$ cat src/rtl/pipe_adder_pkg.sv
// Shared definitions for the pipelined adder: operation modes and default sizing.
package pipe_adder_pkg;

  typedef enum logic [1:0] {
    ADD     = 2'b00,
    SUB     = 2'b01,
    SAT_ADD = 2'b10,
    ACC     = 2'b11
  } mode_e;

  localparam int DEFAULT_WIDTH  = 16;
  localparam int DEFAULT_STAGES = 2;

endpackage

$ cat src/rtl/pipe_adder_stage.sv
// One valid/ready register slice; loads when empty or when its contents leave this edge.
module pipe_adder_stage #(
  parameter int DW = 17
) (
  input  logic          clk,
  input  logic          rstn,
  input  logic          in_valid,
  output logic          in_ready,
  input  logic [DW-1:0] in_data,
  output logic          out_valid,
  input  logic          out_ready,
  output logic [DW-1:0] out_data
);

  logic          valid_q;
  logic [DW-1:0] data_q;

  assign in_ready  = !valid_q || out_ready;
  assign out_valid = valid_q;
  assign out_data  = data_q;

  // NOTE: sequential state uses non-blocking assignments so every slice samples
  // its neighbour's pre-edge value; blocking here would let data race down the chain.
  always_ff @(posedge clk) begin
    if (!rstn) begin
      valid_q <= 1'b0;
      // NOTE: the payload is cleared too so a freshly reset pipe shows a zero result.
      data_q  <= '0;
    end else if (in_ready) begin
      valid_q <= in_valid;
      if (in_valid) data_q <= in_data;
    end
  end

endmodule

$ cat src/rtl/pipe_adder.sv
// Pipelined add/sub/saturating-add/accumulate unit with valid/ready on both sides.
module pipe_adder
  import pipe_adder_pkg::*;
#(
  parameter int WIDTH  = DEFAULT_WIDTH,
  parameter int STAGES = DEFAULT_STAGES
) (
  input  logic             clk,
  input  logic             rstn,
  input  logic             in_valid,
  output logic             in_ready,
  input  logic [WIDTH-1:0] in_a,
  input  logic [WIDTH-1:0] in_b,
  input  logic [1:0]       in_mode,
  input  logic             in_acc_clr,
  output logic             out_valid,
  input  logic             out_ready,
  output logic [WIDTH-1:0] out_sum,
  output logic             out_carry
);

  mode_e            mode;
  logic             accept;
  logic [WIDTH-1:0] acc_q;
  logic [WIDTH-1:0] acc_base;
  logic [WIDTH:0]   add_ext;
  logic [WIDTH:0]   sub_ext;
  logic [WIDTH:0]   acc_ext;
  logic [WIDTH:0]   result;

  logic             stg_valid [STAGES+1];
  logic             stg_ready [STAGES+1];
  logic [WIDTH:0]   stg_data  [STAGES+1];

  assign mode   = mode_e'(in_mode);
  assign accept = in_valid && in_ready;

  // Bit WIDTH of each extended result is the carry, borrow or overflow flag.
  assign acc_base = in_acc_clr ? '0 : acc_q;
  assign add_ext  = {1'b0, in_a} + {1'b0, in_b};
  assign sub_ext  = {1'b0, in_a} - {1'b0, in_b};
  assign acc_ext  = {1'b0, acc_base} + {1'b0, in_a};

  // NOTE: result gets a default before the case so no path leaves it unassigned,
  // which would otherwise infer a latch.
  always_comb begin
    result = add_ext;
    case (mode)
      ADD:     result = add_ext;
      SUB:     result = sub_ext;
      SAT_ADD: result = add_ext[WIDTH] ? {1'b1, {WIDTH{1'b1}}} : add_ext;
      ACC:     result = acc_ext;
      default: result = add_ext;
    endcase
  end

  // The accumulator moves only when an ACC transaction is actually taken.
  always_ff @(posedge clk) begin
    if (!rstn) begin
      acc_q <= '0;
    end else if (accept && mode == ACC) begin
      acc_q <= acc_ext[WIDTH-1:0];
    end
  end

  assign stg_valid[0]      = in_valid;
  assign stg_data[0]       = result;
  assign stg_ready[STAGES] = out_ready;

  for (genvar i = 0; i < STAGES; i++) begin : g_stage
    pipe_adder_stage #(
      .DW (WIDTH + 1)
    ) u_stage (
      .clk       (clk),
      .rstn      (rstn),
      .in_valid  (stg_valid[i]),
      .in_ready  (stg_ready[i]),
      .in_data   (stg_data[i]),
      .out_valid (stg_valid[i+1]),
      .out_ready (stg_ready[i+1]),
      .out_data  (stg_data[i+1])
    );
  end

  // Gating with rstn keeps both handshakes quiet for the whole reset interval.
  assign in_ready               = rstn && stg_ready[0];
  assign out_valid              = rstn && stg_valid[STAGES];
  assign {out_carry, out_sum}   = stg_data[STAGES];

endmodule
$ cat config.mk
export PLATFORM = sky130hd
export DESIGN_NAME = pipe_adder
export DESIGN_NICKNAME = d
export VERILOG_FILES = /design/src/rtl/pipe_adder_pkg.sv /design/src/rtl/pipe_adder_stage.sv /design/src/rtl/pipe_adder.sv
export SDC_FILE = /design/constraint.sdc
export NUM_CORES = 1
export LEC_CHECK = 0
export ABC_AREA = 1
export CORE_ASPECT_RATIO = 1.5
export CORE_MARGIN = 2
export CORE_UTILIZATION = 54
export CTS_BUF_LIST = sky130_fd_sc_hd__clkbuf_8
export CTS_CLUSTER_SIZE = 8
export DETAILED_ROUTE_END_ITERATION = 6
export HOLD_SLACK_MARGIN = 0.1
export PLACE_DENSITY = 0.79
export SKIP_LAST_GASP = 1
export SLEW_MARGIN = 20
export SYNTH_ARGS = -nofsm -noshare
export SYNTH_HDL_FRONTEND = slang
export SYNTH_HIERARCHICAL = 1
export SYNTH_SLANG_ARGS = --single-unit
$ cat constraint.sdc
create_clock -name clk -period 2.5 [get_ports clk]
set_input_delay 0.25 -clock clk [delete_from_list [all_inputs] [get_ports clk]]
set_output_delay 0.25 -clock clk [all_outputs]
set_load 0.005 [all_outputs]
; ---- Word level (Yosys, flattened, before mapping)
; Cells that the tools add are included.
[word_totals]
ff_bits = 52
inputBits = 39
[op_classes]
n_eq_ne = 3
n_addsub = 3
mux = 3
n_reduce_logical = 11
[ops]
columns = operator, n
row1 = case mux 17 bit (4 select lines), 1
row2 = adder 16 x 16 -> 17 bit, 2
row3 = two-way mux 17 bit, 1
row4 = subtractor 16 x 16 -> 17 bit, 1
row5 = two-way mux 16 bit, 1
row6 = "== test 2 bit, second input constant", 2
row7 = logical AND 1 bit, 4
row8 = AND reduction 2 bit, 2
row9 = "== test 2 x 1 -> 1 bit, second input constant", 1
row10 = logical NOT 1 bit, 2
row11 = logical NOT 2 bit, 1
row12 = logical OR 1 bit, 2

; ---- Longest topological paths before layout
[logic_depth]
ltp_word = 6
mapped_depth = 20
ltp_nobuf = 19

; ---- By module
; Netlist, hierarchy kept.
[by_module_without_submodules]
columns = mod, cells_each, instances, area_per_inst_um2
row1 = pipe_adder, 697, 1, 4083.9
row2 = pipe_adder_stage, 116, 2, 838.3

; ---- Worst setup path after synthesis
; OpenSTA, ideal clock, no wires.
[synth_timing]
kind = input to register
startpoint = input in_acc_clr
endpoint = register g_stage[0].u_stage.data_q[14]
path_slack_ns = 0.126
setup_time_ns = 0.115
n_path_buf = 2
t_arrival_ns = 2.259
stages = 20
required_ns = 2.385
cell_sequence = clkbuf_1 clkbuf_1 nor2_1 ha_1 inv_1 fa_1 inv_1 nand3_1 nand3_1 nand2_1 nand2_1 nand2_1 nand2_1 nand2_1 nand3_1 nand4_2 inv_1 nand3_1 nand2_1 nor2_1
[synth_between]
elab_chain_len = 3
[synth_lines]
columns = element, line_no
row1 = from (decl), pipe_adder.sv:15  ; input logic in_acc_clr,
row2 = two-way mux 16 bit, pipe_adder.sv:39  ; assign acc_base = in_acc_clr ? '0 : acc_q;
row3 = adder 16 x 16 -> 17 bit, pipe_adder.sv:42  ; assign acc_ext = {1'b0, acc_base} + {1'b0, in_a};
row4 = case mux 17 bit (4 select lines), pipe_adder.sv:48  ; case (mode)
row5 = named net result[14], pipe_adder.sv:29  ; logic [WIDTH:0] result;
row6 = to (signal assigned), pipe_adder_stage.sv:31  ; if (in_valid) data_q <= in_data;
row7 = to (decl), pipe_adder_stage.sv:16  ; logic [DW-1:0] data_q;
; The timed path passes the listed nets, and every way through them passes these cells.
; A chain may end at the register's enable or synchronous reset.

; ---- Worst setup path in the final report
[layout_timing]
startpoint = input in_b[7]
endpoint = register g_stage[0].u_stage.data_q[4]
[layout_between]
elab_chain_len = 3
[layout_lines]
columns = element, line_no
row1 = from (decl), pipe_adder.sv:13  ; input logic [WIDTH-1:0] in_b,
row2 = adder 16 x 16 -> 17 bit, pipe_adder.sv:40  ; assign add_ext = {1'b0, in_a} + {1'b0, in_b};
row3 = two-way mux 17 bit, pipe_adder.sv:51  ; SAT_ADD: result = add_ext[WIDTH] ? {1'b1, {WIDTH{1'b1}}} : add_ext;
row4 = case mux 17 bit (4 select lines), pipe_adder.sv:48
row5 = named net result[4], pipe_adder.sv:29
; The timed path passes the listed nets, and every way through them passes these cells.

==> impl_metrics.yaml <==
outcome:
  status: "finished clean"
finish:
  nets: 1163
  layout.filler_cells: 1041
  final_util_pct: 68.4
  drive_above_1_share_pct: 17.3
  layoutNonFillerInstCount: 1219
  fin_area_sq_mm: 0.00717
  syn_to_final_growth_pct: 24.4
cts:
  clock_latency_ns: 0.31
  cts_tree: "yes"
  clkTransAtPathRegs_ns: 0.10
  cts_sinks: 52
  cts_hold_buf: 0
  cts_buffers: 5
  clk_path_buf_depth: 2
  cts_root_buf: "clkbuf_8"
  ctsHtreeMaxLevel: 2
routing:
  wirelength_mm: 16.7
  top_layer: "met4"
  drt_first_pass_iters: 5
  via_per_inst: 5.13
  antenna_left: 0
  dr_wl_met2_mm: 8.69
  wl_met1_mm: 6.56
  initialDrtViolationCount: 288
  wl_met3_um: 610
  drc: 0
  routedWlPerCell_um: 13.7
  vias: 6257
logic_synthesis:
  synth_edf_count: 0
  synth_fp_nets: 1019
  synth_area_per_cell_sq_um: 6.20
  yosysSeqAreaShare_pct: 18.1
  netlist_area_sq_mm: 0.00576
  ys_warn_count: 6
  syn_inst: 929
  async_flop_share_pct: 0
  ys_seq_elements: 52
  synthFlopType: "dfxtp_1"
  synth_cell_types: 51
worst_hold_path:
  holdCritPathClass: "reg2reg"
global_route:
  grt_pass1_wl_mm: 27.5
  grtUsageTotal_pct: 30.5
  grt_pass1_vias: 5879
  grt_max_degree: 36
  overflow: 0
  antenna_found_initial: 1
floorplanning:
  core_area_sq_mm: 0.0105
  row_count: 46
  fp.dieH_um: 130
  ios: 58
  die_w_um: 88.3
  start_util_pct: 55.0
  dieArea_sq_mm: 0.0115
timing:
  finalSetupViolCount: 0
  hold_violations: 0
  final_max_slew_viol_count: 0
  tightest_slew_ns: 0.484
  rsz0062_at_grt: "no"
  period_share_pct: 92.8
  max_slew_margin_pct: 67.7
  fin_worst_skew_ns: 0.00454
  clock.fmax_mhz: 431
  holdWs_ns: 0.474
  min_period_ns: 2.32
placed_design:
  numPortBuffers: 57
  placed_cell_area_sq_mm: 0.00706
  gp_congestion: 0.995
  dpl.cell_count: 1210
  hpwl_mm: 14.0
worst_setup_path:
  worstPathRequired_ns: 2.71
  path_class: "in2reg"
  end_kind: "flip-flop"
  crit_fanout: 13
  crit_path_start_kind: "input port"
  cp_data_arrival_time_ns: 2.53
job:
  drv_cap: 0
power:
  power_density_mw_per_mm2: 365
  peakVddDrop_mv: 0.259
  leakage_nw: 3.84
registers in the layout (all words and copies together), names as in the netlist:
register	count
g_stage.u_stage/out_data	34
acc_q	16
g_stage.u_stage/out_valid	2
cells in the mapped netlist, drive strengths merged (5+ instances only):
cell | count | area [sq um]
dfxtp | 52 | 1040
inv | 161 | 612
o2111ai | 6 | 58.8
ha | 48 | 601
nor2 | 93 | 359
a21boi | 5 | 37.5
nand4 | 20 | 156
nor3 | 6 | 51.3
buf | 33 | 313
nand3 | 105 | 553
o21ai | 29 | 149
xor2 | 9 | 78.8
nand2 | 243 | 1000
a21oi | 86 | 472
power breakdown:
| group | switching (mW) | leakage (nW) | internal, mW |
|---|---|---|---|
| Combinational | 0.670 | 3.37 | 0.548 |
| Clock | 0.289 | 0.0455 | 0.196 |
| Sequential | 0.0270 | 0.428 | 0.885 |
kinds of logic (layout without fill, tap and decap cells):
group,Yosys count,count (layout),share of synthesized area (%)
flip-flops,52,52,18.1
adder cells (fa/ha/maj),51,51,11.5
AO/OA/AOI/OAI,140,140,14.4
other,0,1,0
buffers and inverters,199,344,16.4
AND/OR/NAND/NOR,477,477,38.1
XOR/XNOR,10,10,1.52
critical path: stages:
cell and delay [ns]:
clkdlybuf4s50_1 0.49, inv_1 0.05, ha_1 0.42, inv_4 0.08
nand2_8 0.09, inv_4 0.04, a21oi_4 0.18, nand2_4 0.10
nand2_4 0.07, nand3_4 0.07, nand2_4 0.19, o2111ai_1 0.20
inv_1 0.11, nand3_1 0.08, nand2_1 0.07, nor2_1 0.04
area by class of cell:
cell class | instances | area [sq um] | share of cell area (%)
multi-input cells | 678 | 3780 | 52.8
clock buffers | 5 | 68.8 | 0.960
flip-flops and latches | 52 | 1040 | 14.5
clock inverters | 3 | 20.0 | 0.279
well taps | 144 | 180 | 2.51
inverters | 162 | 617 | 8.61
repair buffers | 174 | 1450 | 20.3
diodes | 1 | 2.50 | 0.0349
per-layer routing:
metal / up-vias / global-route usage [%]
met5: - / 0
met4: 0 / 14.0
met3: 46 / 2.76
met2: 152 / 56.9
met1: 2812 / 34.3
li1: 3247 / -
stage by stage:
step                      TNS (ns)  power [mW]  setup slack, ns
after floorplan                  0        1.68            0.126
after global placement       -3.61        2.12           -0.268
after detailed placement     -4.36        2.14           -0.336
after CTS                        0        2.62           0.0691
after global routing             0        2.82         0.000436
final                            0        2.62            0.181
layout by cell type (no fill, tap or decap), types with 7 or more instances in the layout:
| cell type | n |
|---|---|
| inv_2 | 10 |
| a21oi_1 | 81 |
| nand2_2 | 8 |
| nand4_1 | 15 |
| buf_4 | 117 |
| ha_1 | 47 |
| nand2_1 | 227 |
| nand2_4 | 7 |
| o21ai_0 | 27 |
| xor2_1 | 9 |
| nor2_1 | 89 |
| dfxtp_1 | 52 |
| clkdlybuf4s50_1 | 54 |
| inv_1 | 149 |
| nand3_1 | 100 |
path summary, 6_finish.rpt:
path | startpoint | end | slack [ns] | cells after the start
worst max-delay path | in_b[7] | g_stage[0].u_stage/out_data[4]$_SDFFE_PN0P_ | 0.18 | 16
worst min-delay path | acc_q[2]$_SDFFE_PN0P_ | acc_q[2]$_SDFFE_PN0P_ | 0.47 | 2
worst max register to register | acc_q[0]$_SDFFE_PN0P_ | g_stage[0].u_stage/out_data[14]$_SDFFE_PN0P_ | 0.23 | 19
worst min register to register | acc_q[2]$_SDFFE_PN0P_ | acc_q[2]$_SDFFE_PN0P_ | 0.47 | 2
repair_timing:
| action | 4_1_cts | 5_1_grt |
|---|---|---|
| buffers inserted | 0 | 0 |
| resized for setup | 1 | 5 |
| hold endpoints to repair | 0 | 0 |
| endpoints found under the setup margin | 1 | 9 |
| pin swaps | 0 | 1 |
(Power assumes the default switching activity.)
==> patch 1: new RTL, same settings <==
Set the package constant `DEFAULT_STAGES` to 4 (it was 2).
--- a/src/rtl/pipe_adder_pkg.sv
+++ b/src/rtl/pipe_adder_pkg.sv
@@ -9,7 +9,7 @@
   } mode_e;
 
   localparam int DEFAULT_WIDTH  = 16;
-  localparam int DEFAULT_STAGES = 2;
+  localparam int DEFAULT_STAGES = 4;
 
 endpackage
 
Function: changed (Yosys sat finds a counterexample within 4 cycles, from zero or initial values and one cycle with rstn low).
==> patch 1 against the original RTL <==
Global-route usage decreased by 1.0 points; non-clock buffer count grew 33; synthesized area is 29% higher; via count increased by 25%; cell area rose by 27%; total power rose by 55%; routed wire length grew 28%; sequential cell count up 36; worst setup slack worse by 32 ps; largest power group is now sequential cells; highest routed layer unchanged.
==> patch 1: results (changes against the original RTL) <==
** STA
- The smallest setup slack after layout came to 149 ps (-31.5 ps).
- The slew of the pin with the lowest slew margin came to 678 ps (+193 ps).
- The worst hold slack was 221 ps (-253 ps).
- Worst-case clock skew :: 14.9 ps (+10.4 ps)

** Detailed routing
- Routed length per placed instance :: 14.4 um (+4.9%)
- The first-iteration detailed-routing DRC count is 378 (+31%).
- The met2 wire length came to 11.2 mm (+29%).
- The routed length on met3 came to 714 um (+17%).
- M1 wire length :: 8.10 mm (+23%)
- The detailed-route wire length was 21.4 mm (+28%).

** Finish
- Number of flip-flops in the largest register :: 68 (+100%)
- The storage element area was 0.00176 mm2 (+69%).
- The share of cell area taken by multi-input logic gates is 48.6% (-4.2 points).
- Count of nets after finishing :: 1,414 (+22%)
- Multi-input logic cell count :: 818 (+21%)
- The share of layout cells above drive strength 1 came to 17.5% (+0.14 points).
- Layout buffering overhead excluding clock cells :: 18.8% (-1.5 points)
- Area growth from synthesis to layout :: 22.1%

** Pwr
- The largest voltage drop on the vdd net came to 0.323 mV (+25%).
- Static leakage :: 4.71 nW (+22%)

** Critical path
- Capturing instance or port of the critical path :: g_stage[0].u_stage/out_data[10]$_SDFFE_PN0P_
- Worst path max stage delay :: 540 ps (+50 ps)
- The endpoint identified for the worst register-to-register timing path is g_stage[0].u_stage/out_data[6]$_SDFFE_PN0P_.
- Worst Setup SP :: in_a[7]
- Broken down by cell family, the worst path's largest delay share belongs to simple AND/OR/NAND/NOR gates.

** Global routing
- Pin count of the biggest net entering global routing :: 70 (+94%)
- The global routing usage summed across all routing layers came to 29.5% (-1.0 points).
- Met2 track utilization from global routing :: 55.4% (-1.5 points)
- The initial antenna violation count came to 0 (-1).
- First-pass GRT wire length :: 34.5 mm (+25%)
- The number of global-route vias before repair was 7,414 (+26%).
- The met3 track demand over resource is 2.93% (+0.17 points).

** Synthesis
- Syn nets :: 1,251 (+23%)
- Top cells by area, synth :: sky130_fd_sc_hd__dfxtp_1, sky130_fd_sc_hd__nand2_1, sky130_fd_sc_hd__inv_1
- The average cell area after synthesis is 6.41 um2 (+3.3%).
- Share of the yosys chip area belonging to registers :: 23.7% (+5.6 points)
- Synth cell count leaders :: sky130_fd_sc_hd__nand2_1, sky130_fd_sc_hd__inv_1, sky130_fd_sc_hd__nand3_1

** Clocking
- Resized Gates After CTS :: 0 (-1)

** Min path
- Class of the worst hold path :: in2reg
- Hold Path Stages :: 3 (+1)
- Hold path endpoint :: g_stage[1].u_stage/out_data[0]$_SDFFE_PN0P_

** Placed design
- Placed instance area :: 0.00884 mm2 (+25%)
- Final Wtd Congestion :: 1.05 (+5.4%)
- The detailed-placement wirelength estimate was 17.2 mm (+23%).
- The number of instances in the placed design was 1,475 (+22%).
- The post-placement setup slack was -267 ps (+69.3 ps).

** Run status
- Result of the run :: finished clean

** Floorplanning
- The inserted tap cell count came to 162 (+13%).
patch 1: changes by cell type after synthesis, moves of 6 or more:
cell,unedited run,this run
sky130_fd_sc_hd__dfxtp_1,52,88
sky130_fd_sc_hd__buf_6,17,29
sky130_fd_sc_hd__nand3_1,101,135
sky130_fd_sc_hd__a21oi_1,81,115
sky130_fd_sc_hd__nand2_1,227,261
sky130_fd_sc_hd__buf_4,11,17
sky130_fd_sc_hd__nor2_1,89,123
sky130_fd_sc_hd__inv_1,148,184
patch 1: logic make-up (layout without fill, tap and decap cells):
| family | after synthesis | after routing | synth area share (%) |
|---|---|---|---|
| DFF | 88 | 88 | 23.7 |
| xor gates and xnor gates | 10 | 10 | 1.18 |
| adders and majority gates | 51 | 51 | 8.88 |
| and+or+nand+nor | 581 | 581 | 35.5 |
| buffers and inverters | 255 | 423 | 17.0 |
| AOI/OAI and AO/OA | 176 | 176 | 13.7 |
patch 1: report_power, final:
group	internal, mW	switching (mW)
clock	0.606	0.567
sequential	1.48	0.0418
combinational	0.606	0.755
==> patch 2: new RTL, same flow settings <==
Made on the original files. Register the input `in_mode` before use, without a reset. The logic sees it one clock later. The other inputs are not delayed to match.
--- a/src/rtl/pipe_adder.sv
+++ b/src/rtl/pipe_adder.sv
@@ -19,6 +19,12 @@
   output logic             out_carry
 );
 
+  logic [1:0] in_mode_q;
+
+  always_ff @(posedge clk) begin
+    in_mode_q <= in_mode;
+  end
+
   mode_e            mode;
   logic             accept;
   logic [WIDTH-1:0] acc_q;
@@ -32,7 +38,7 @@
   logic             stg_ready [STAGES+1];
   logic [WIDTH:0]   stg_data  [STAGES+1];
 
-  assign mode   = mode_e'(in_mode);
+  assign mode   = mode_e'(in_mode_q);
   assign accept = in_valid && in_ready;
 
   // Bit WIDTH of each extended result is the carry, borrow or overflow flag.
Behaviour: not the same (a bounded check fails within 4 cycles, from zero or initial values and one cycle with rstn low).
==> patch 2 against the original RTL <==
Die area grew 0.69%; total power grew 6.4%; cell area grew 1.4%; sequential power grew 4.2%; via count grew 0.45%; clock power grew 29%; worst setup slack lost 50 ps; global-route usage shrank 1.6 points; routed wire length grew 0.61%; first-iteration DRC count grew 1.7%; sequential cell count grew 2; synthesized area grew 0.72%; largest power group unchanged.
==> patch 2: results (changes against the original RTL) <==
** Run status
- Result of the run :: finished clean

** Clocking
- The number of buffers inserted during clock tree synthesis was 5 (unchanged).
- The maximum count of clock buffers along a single path was 2 (unchanged).
- The H-tree level count was 2 (unchanged).
- The insertion delay of the later-clocked pin in the worst-skew pair is 330 ps (+20 ps).

** Synthesis
- The commonest cells after synthesis are sky130_fd_sc_hd__nand2_1, sky130_fd_sc_hd__inv_1, sky130_fd_sc_hd__nand3_1.
- Post-synthesis share of cell area spent on xor and xnor gates :: 1.51% (-0.011 points)
- The area share of fa/ha/maj cells after synthesis came to 11.4% (-0.082 points).
- Cell with the most instances after synthesis :: sky130_fd_sc_hd__nand2_1
- The post-synth net total is 1,023 (+0.39%).
- The post-synthesis compound-gate area fraction came to 14.3% (-0.10 points).
- Yosys warning total :: 6 (unchanged)
- The post-synthesis sequential area ratio came to 18.6% (+0.56 points).
- By area the synthesized netlist is led by sky130_fd_sc_hd__dfxtp_1, sky130_fd_sc_hd__nand2_1, sky130_fd_sc_hd__ha_1.

** Finish
- Count of nets after finishing :: 1,157 (-0.52%)
- The antenna diode count came to 0 (-1).
- The number of flip-flops in the largest register is 34 (unchanged).
- The share of layout cells above drive strength 1 is 18.9% (+1.6 points).

** Global routing
- Initial antenna violation count :: 0 (-1)
- First-pass GRT wire length :: 26.2 mm (-4.7%)
- Pin count of the biggest net entering global routing :: 36 (unchanged)
- The number of global-route vias before repair is 5,769 (-1.9%).
- The met2 layer usage reported by global route is 53.8% (-3.1 points).
- Total global-route track usage :: 29.0% (-1.6 points)
- Met1 usage :: 31.5% (-2.8 points)
- Global-route met3 utilization :: 2.64% (-0.13 points)

** Detailed routing
- ANT nets after route :: 0 (unchanged)
- The count of vias placed by the detailed router came to 6,285 (+0.45%).
- DR pass1 iterations :: 5 (unchanged)
- Total wire length :: 16.8 mm (+0.61%)
- First-iteration detailed-routing DRC count :: 293 (+1.7%)

** Min path
- Hold path endpoint :: in_mode_q[0]$_DFF_P_
- Hold Path Stages :: 1 (-1)
- The worst hold path belongs to the class in2reg.
- The startpoint identified for the worst hold timing path is in_mode[0].

** STA
- Fin Hold WS :: 366 ps (-108 ps)
- Worst-case clock skew :: 11.9 ps (+7.38 ps)
- The worst-case headroom to the max-slew limit was 62.9% (-4.8 points).

** Critical path
- Reg2Reg Launch Point :: acc_q[0]$_SDFFE_PN0P_
- The arrival time at the worst endpoint is 2590 ps (+60 ps).
- In this run the critical register-to-register path is captured at g_stage[0].u_stage/out_data[16]$_SDFFE_PN0P_.
- Type of element launching the critical path :: input pin
- Reg2Reg Depth :: 18 (-1)
- The register-to-register setup slack came to 210 ps (-20 ps).
- The highest fanout seen on the critical path is 6 (-7).

** Pwr
- Peak ir drop on the vdd network :: 0.256 mV (-1.1%)
- The static leakage is 3.85 nW (+0.23%).

** Placed design
- The detailed-placement wirelength estimate is 13.4 mm (-4.1%).
- Final Wtd Congestion :: 0.949 (-4.6%)
[patch 2: how the worst max path moves through the flow]
stage | from | endpoint | slack [ps] | depth (start not counted)
CTS | in_acc_clr | g_stage[0].u_stage/out_data[14]$_SDFFE_PN0P_ | 30 | 20
global route | in_b[6] | g_stage[0].u_stage/out_data[15]$_SDFFE_PN0P_ | -10 | 16
detailed placement | in_acc_clr | g_stage[0].u_stage/out_data[14]$_SDFFE_PN0P_ | -310 | 20
floorplan | in_acc_clr | g_stage[0].u_stage/out_data[14]$_SDFFE_PN0P_ | 120 | 20
global placement | in_acc_clr | g_stage[0].u_stage/out_data[14]$_SDFFE_PN0P_ | -250 | 20
finish | in_b[6] | g_stage[0].u_stage/out_data[15]$_SDFFE_PN0P_ | 130 | 16
[patch 2: timing repair]
item	in CTS	in global routing
setup buffers	0	2
resized for setup	0	36
hold buffers	0	0
hold endpoints to repair	0	0
setup endpoints to repair	0	12
[patch 2: report_power, final]
group	switching [mW]	total, mW	internal (mW)
Clock	0.329	0.625	0.296
Sequential	0.0315	0.950	0.919
Combinational	0.666	1.21	0.543
Total	1.03	2.78	1.76
[patch 2: final cells by class]
type                       count  area [um2]
tap                          144         180
clock inverter                 3        41.3
sequential                    54        1080
multi-input combinational    678        3890
timing repair buffer         164        1380
clock buffer                   5        68.8
fill                         990        3270
inverter                     164         624
[patch 2: per-stage QoR]
stage | setup WS (ps) | setup TNS (ps) | std cells | instance area [um2]
after global placement | -248 | -2850 | 1202 | 7020
after floorplan | 125 | 0 | 933 | 5800
after detailed placement | -313 | -3540 | 1202 | 7020
after global routing | -12.1 | -16.3 | 1212 | 7270
after CTS | 27.2 | 0 | 1210 | 7130
final | 131 | 0 | 1212 | 7270
[patch 2: cells by family after synthesis]
family                     after synthesis
and+or+nand+nor                        477
buffers and inverters                  201
AOI/OAI and AO/OA                      140
DFF                                     54
adders and majority gates               51
xor gates and xnor gates                10
[patch 2: worst max-delay path, delay by kind of cell]
kind | cells | cell delay (ps)
buffers and inverters | 3 | 620
and+or+nand+nor | 10 | 830
AOI/OAI and AO/OA | 2 | 450
adders and majority gates | 1 | 430
[patch 2: metal layers]
metal  vias to the layer above  part of all wire, %
met3                        58                  3.2
met4                         0                  5.4
met2                       165                   52
li1                       3237                    -
met5                         -                    0
met1                      2825                   39
